## config.mk

```make
export PLATFORM = sky130hd
export DESIGN_NAME = mem_access_unit
export DESIGN_NICKNAME = d
export VERILOG_FILES = /design/src/rtl/mem_access_unit.sv
export SDC_FILE = /design/constraint.sdc
export NUM_CORES = 1
export LEC_CHECK = 0
export BUFFER_PORTS_ARGS = -buffer_cell sky130_fd_sc_hd__buf_2
export CAP_MARGIN = 30
export CORE_UTILIZATION = 45
export CTS_CLUSTER_DIAMETER = 30
export DETAILED_ROUTE_END_ITERATION = 10
export GPL_TIMING_DRIVEN = 1
export PLACE_DENSITY = 0.81
export SLEW_MARGIN = 30
export SYNTH_ARGS = -nofsm -noshare
export SYNTH_HDL_FRONTEND = slang
export SYNTH_SLANG_ARGS = --single-unit
```

## constraint.sdc

```tcl
create_clock -name clk -period 6 [get_ports clk]
set_clock_uncertainty 0.05 [all_clocks]
set_input_delay 0.6 -clock clk [delete_from_list [all_inputs] [get_ports clk]]
set_output_delay 0.6 -clock clk [all_outputs]
set_load 0.02 [all_outputs]
```

## src/rtl/mem_access_unit.sv

```systemverilog
// Memory-stage load/store unit: issues one SRAM-like data-bus transaction per
// load/store, checks alignment, and returns aligned, extended load data.
module mem_access_unit (
  input  logic        clk,
  input  logic        rst,
  input  logic [7:0]  op,
  input  logic [31:0] addr,
  input  logic [31:0] wdata,
  input  logic        flush,
  input  logic        stall_m,
  output logic        data_req,
  output logic        data_wr,
  output logic [1:0]  data_size,
  output logic [31:0] data_addr,
  output logic [31:0] data_wdata,
  input  logic        data_addr_ok,
  input  logic        data_data_ok,
  input  logic [31:0] data_rdata,
  output logic [31:0] rdata_out,
  output logic        lsu_stall,
  output logic        adel,
  output logic        ades,
  output logic [31:0] badvaddr
);

  localparam logic [7:0] OP_LB  = 8'b1110_0000;
  localparam logic [7:0] OP_LH  = 8'b1110_0001;
  localparam logic [7:0] OP_LW  = 8'b1110_0011;
  localparam logic [7:0] OP_LBU = 8'b1110_0100;
  localparam logic [7:0] OP_LHU = 8'b1110_0101;
  localparam logic [7:0] OP_SB  = 8'b1110_1000;
  localparam logic [7:0] OP_SH  = 8'b1110_1001;
  localparam logic [7:0] OP_SW  = 8'b1110_1011;

  typedef enum logic [2:0] {
    S_IDLE,
    S_WAIT_ADDR,
    S_WAIT_DATA,
    S_CANCEL,
    S_DONE
  } state_t;

  state_t      state_q, state_d;
  logic [31:0] addr_q, addr_d;
  logic [1:0]  size_q, size_d;
  logic        wr_q, wr_d;
  logic [31:0] wdata_q, wdata_d;
  logic [7:0]  op_q, op_d;
  logic [31:0] rdata_q, rdata_d;
  logic        cancel_q, cancel_d;

  logic        is_load, is_store;
  logic [1:0]  size_dec;
  logic        misaligned;
  logic        valid_access;
  logic [31:0] wdata_dec;

  // Decode of the op currently sitting in M.
  always_comb begin
    is_load   = 1'b0;
    is_store  = 1'b0;
    size_dec  = 2'd0;
    wdata_dec = 32'h0;
    case (op)
      OP_LB, OP_LBU: begin
        is_load  = 1'b1;
        size_dec = 2'd0;
      end
      OP_LH, OP_LHU: begin
        is_load  = 1'b1;
        size_dec = 2'd1;
      end
      OP_LW: begin
        is_load  = 1'b1;
        size_dec = 2'd2;
      end
      OP_SB: begin
        is_store  = 1'b1;
        size_dec  = 2'd0;
        wdata_dec = {4{wdata[7:0]}};
      end
      OP_SH: begin
        is_store  = 1'b1;
        size_dec  = 2'd1;
        wdata_dec = {2{wdata[15:0]}};
      end
      OP_SW: begin
        is_store  = 1'b1;
        size_dec  = 2'd2;
        wdata_dec = wdata;
      end
      default: ;
    endcase
  end

  always_comb begin
    misaligned = 1'b0;
    if (size_dec == 2'd1) begin
      misaligned = addr[0];
    end else if (size_dec == 2'd2) begin
      misaligned = |addr[1:0];
    end
  end

  assign adel         = is_load & misaligned;
  assign ades         = is_store & misaligned;
  assign badvaddr     = (adel | ades) ? addr : 32'h0;
  assign valid_access = (is_load | is_store) & ~misaligned & ~flush;

  // Little-endian extraction uses the offset latched at issue, not the live addr.
  logic [31:0] rdata_shift;
  logic [7:0]  byte_v;
  logic [15:0] half_v;
  logic [31:0] load_ext;

  always_comb begin
    rdata_shift = data_rdata >> {addr_q[1:0], 3'b000};
    byte_v      = rdata_shift[7:0];
    half_v      = addr_q[1] ? data_rdata[31:16] : data_rdata[15:0];
    case (op_q)
      OP_LB:   load_ext = {{24{byte_v[7]}}, byte_v};
      OP_LBU:  load_ext = {24'h0, byte_v};
      OP_LH:   load_ext = {{16{half_v[15]}}, half_v};
      OP_LHU:  load_ext = {16'h0, half_v};
      default: load_ext = data_rdata;
    endcase
  end

  always_ff @(posedge clk) begin
    if (rst) begin
      state_q  <= S_IDLE;
      addr_q   <= 32'h0;
      size_q   <= 2'd0;
      wr_q     <= 1'b0;
      wdata_q  <= 32'h0;
      op_q     <= 8'h0;
      rdata_q  <= 32'h0;
      cancel_q <= 1'b0;
    end else begin
      state_q  <= state_d;
      addr_q   <= addr_d;
      size_q   <= size_d;
      wr_q     <= wr_d;
      wdata_q  <= wdata_d;
      op_q     <= op_d;
      rdata_q  <= rdata_d;
      cancel_q <= cancel_d;
    end
  end

  always_comb begin
    state_d    = state_q;
    addr_d     = addr_q;
    size_d     = size_q;
    wr_d       = wr_q;
    wdata_d    = wdata_q;
    op_d       = op_q;
    rdata_d    = rdata_q;
    cancel_d   = cancel_q;
    data_req   = 1'b0;
    data_wr    = wr_q;
    data_size  = size_q;
    data_addr  = addr_q;
    data_wdata = wdata_q;
    lsu_stall  = 1'b0;

    case (state_q)
      S_IDLE: begin
        cancel_d   = 1'b0;
        data_wr    = 1'b0;
        data_size  = 2'd0;
        data_addr  = 32'h0;
        data_wdata = 32'h0;
        if (valid_access) begin
          // The issue cycle drives the bus straight from the decode so that
          // an immediate addr_ok costs no extra cycle.
          data_req   = 1'b1;
          data_wr    = is_store;
          data_size  = size_dec;
          data_addr  = addr;
          data_wdata = wdata_dec;
          lsu_stall  = 1'b1;
          addr_d     = addr;
          size_d     = size_dec;
          wr_d       = is_store;
          wdata_d    = wdata_dec;
          op_d       = op;
          state_d    = data_addr_ok ? S_WAIT_DATA : S_WAIT_ADDR;
        end
      end

      S_WAIT_ADDR: begin
        data_req  = 1'b1;
        lsu_stall = 1'b1;
        if (flush) begin
          cancel_d = 1'b1;
        end
        if (data_addr_ok) begin
          state_d = (cancel_q | flush) ? S_CANCEL : S_WAIT_DATA;
        end
      end

      S_WAIT_DATA: begin
        lsu_stall = 1'b1;
        if (data_data_ok) begin
          // A flush arriving with the response simply drops it.
          if (flush) begin
            state_d = S_IDLE;
          end else begin
            state_d = S_DONE;
            if (!wr_q) begin
              rdata_d = load_ext;
            end
          end
        end else if (flush) begin
          state_d = S_CANCEL;
        end
      end

      S_CANCEL: begin
        lsu_stall = 1'b1;
        if (data_data_ok) begin
          state_d = S_IDLE;
        end
      end

      S_DONE: begin
        if (!stall_m) begin
          state_d = S_IDLE;
        end
      end

      default: state_d = S_IDLE;
    endcase
  end

  assign rdata_out = rdata_q;

endmodule

```

==> results.md <==
* Sw frac at 0.249
* Setup CP Type: in2out
* Worst-path maximum fanout at 58
* Setup slack, reg-to-reg at 3390 ps
* Clock buffer depth at 2
* HPWL after DPL at 14.1 mm
* Seq/Total Area, Yosys at 0.347
* Final std cells w/o fill at 1,187
* Most common cell after layout, fill and taps aside: buf_2
* Sequential power share at 0.480
* CP Cell Sequence: buf_2 > or3b_4 > a211o_4 > nor3_2 > a32o_1 > buf_2
* Largest delay share family, worst path: simple AND/OR/NAND/NOR gates
* Worst hold slack at 420 ps
* Power share of the combinational group at 0.105
* Synth Instances at 828
* CTS tree: yes
* Placed Instances at 1,170
* Top cells by area, synth: dfxtp_1 35%, nand2_1 8.0%, o31ai_1 7.6%, a21oi_1 6.2%, clkbuf_1 4.2%
* Worst Hold Class: reg2reg
* Clk pwr share at 0.416
* Number of port buffers at 244
* Worst r2r dst: rdata_out[20]$_SDFFE_PP0P_
* Commonest non-fill, non-tap cells in the layout: 244 x buf_2, 136 x nand2_1, 111 x dfxtp_1
* Syn_nets at 938
* Bufs and invs on worst path at 2
* Pwr Total at 1.54 mW
* P_leak at 3.53 nW
* First-iteration detailed-routing DRC count at 687
* Setup crit start kind: primary input
* Hold Startpoint: addr_q[9]$_SDFFE_PP0P_
* Final Slew Violations at 0
* Fraction of layout cells with a size suffix above 1 at 0.291
* Final ANT Viol Nets at 0
* CTS sink cnt at 111
* Num CTS Buffers at 9
* Ys flop type: dfxtp_1
* Ports at 245
* Hold_buf cts at 0
* Initial Util at 0.461
* Die area at 0.0147 mm²
* Area used by multi-input combinational logic at 0.00382 mm²
* Synthesized area at 0.00639 mm²
* Int Power at 1.16 mW
* Period utilization at 0.631
* Rows at 43
* DR WL/cell at 17.6 µm
* Status: finished, final reports clean
* Worst EP arrival at 3140 ps
* Mean Syn Cell Area at 7.72 µm²
* Initial antenna violation count at 1
* Post-route DRC violation count at 0
* Tmin final at 3790 ps
* Post-CTS resize count at 0
* Clk slew on worst S/H paths at 70 ps
* Flop and latch count out of synthesis at 111
* RePlAce Congestion at 0.932
* Type of destination of the critical path: primary output
* FF-to-FF path depth at 4
* Max stage delay on crit path at 620 ps
* Total core area at 0.0139 mm²
* Largest area contributor in the netlist: dfxtp_1
* Most used cell, CP: buf_2
* Post-synth EDFFs at 0
* Die Y at 121 µm
* Layout overhead on the synthesized area at 23.4%
* Post-DR vias/cell at 6.03
* RSZ-0062 raised after global routing: no
* Post-CTS Setup Bufs at 0
* GR Util All Layers at 0.275
* P_sw at 0.384 mW
* Slew HR at 0.396
* Worst vdd ir at 0.000124 V
* Root Driver: clkbuf_16
* Synth top area share at 0.347
* Synthesis Warnings at 0
* Fmax achieved at 0.264 GHz
* Critical path required time at 5350 ps
* Via count at 7,156
* Hold Vio Cnt, Final at 0
* Remaining global-route overflow at 0
* DRT Wirelength at 20.9 mm
* Htree depth at 3
* Min-Delay Endpoint: addr_q[9]$_SDFFE_PP0P_
* Synth unique cells at 66
* Final setup fails at 0
* Fin Setup TNS at 0 ps
* Post-synth ARST share at 0
* Max-cap violations at 0
* Reg area at 0.00222 mm²
* Pwr dens at 196 mW/mm²
* Die X at 121 µm
* Crit-path slowest cell: nor3_2
* FILL cells at 1,337
* Clk Latency, worst-skew pair at 350 ps
* Worst-Margin Slew at 905 ps
* Hold depth at 2
* Vias in the first global route at 6,277
* Largest net degree at the start of global routing at 79
* First-pass GRT wire length at 32.0 mm
* Nets at 1,111
* Initial DRT Pass Iterations at 5
* Worst R2R Start: addr_q[1]$_SDFFE_PP0P_
## worst max-delay path by stage
stage                     startpoint             end  slack, ps  cells past startpoint
after floorplan                op[2]  data_wdata[24]       2890                      6
after global placement         op[0]  data_wdata[11]       2080                      6
after detailed placement       op[0]   data_wdata[9]       2230                      6
after CTS                      op[0]   data_wdata[9]       2230                      6
after global routing           op[0]  data_wdata[11]       2080                      6
final                          op[0]   data_wdata[9]       2210                      6
## through the flow
| stage | worst slack (ps) | util | area [µm²] |
|---|---|---|---|
| 3_3_place_gp | 2080 | 0.545 | 7560 |
| 2_1_floorplan | 2890 | - | 6390 |
| 5_1_grt | 2080 | 0.568 | 7890 |
| 4_1_cts | 2230 | 0.568 | 7890 |
| 3_5_place_dp | 2230 | 0.546 | 7570 |
| 6_report | 2210 | 0.568 | 7890 |
## sequential cells by signal, summed over array words and instances (netlist names)
register   count
state_q        3
rdata_out     32
addr_q        32
wdata_q       32
size_q         2
cancel_q       1
wr_q           1
op_q           8
## metal layers
metal / share of wire / global-route usage / wire (µm)
met1: 0.43 / 0.360 / 8890
met5: 0 / 0 / 0
met3: 0.072 / 0.0470 / 1500
met2: 0.48 / 0.446 / 9940
met4: 0.027 / 0.110 / 559
## worst min-delay path: cells and delay by family, from the launching register on
family	cells	cell delay [ps]
AO/OA/AOI/OAI	2	120
flip-flops	1	310
## cell families (layout without fill, tap and decap cells)
family	Yosys count	after routing	synth area share
DFF	111	111	0.347
other	0	1	0
buffers and inverters	95	273	0.0608
AOI/OAI and AO/OA	289	289	0.301
and+or+nand+nor	304	304	0.242
muxes	29	29	0.0487
## cells in the mapped netlist (4+ instances only)
cell / number
a21o_1: 5
a21oi_1: 79
a22o_1: 11
a22oi_1: 5
a31oi_1: 15
a32o_1: 4
and2_1: 38
buf_2: 14
clkbuf_1: 72
dfxtp_1: 111
mux2_2: 7
mux2i_1: 21
nand2_1: 137
nand2b_1: 4
nand3_1: 28
nand4_1: 43
nor2_1: 8
nor2b_1: 12
nor3_1: 11
o21a_1: 4
o21ai_0: 49
o2bb2ai_1: 10
o311ai_0: 20
o31ai_1: 65
## final cells by class
cell class | instances | share of cell area
Clock buffer | 10 | 0.0290
Clock inverter | 6 | 0.0108
Inverter | 4 | 0.00190
Antenna cell | 1 | 0.000317
Multi-Input combinational cell | 622 | 0.484
Tap cell | 180 | 0.0285
Timing Repair Buffer | 253 | 0.163
Sequential cell | 111 | 0.282
## power by group through the flow
stage	logic (mW)	registers [mW]	clock network (mW)
after CTS	0.158	0.740	0.653
after floorplan	0.0843	0.757	0
after global routing	0.174	0.740	0.684
after detailed placement	0.157	0.757	0
after global placement	0.156	0.757	0
final	0.161	0.740	0.642
Note: power is estimated with default switching activity, not from simulation.
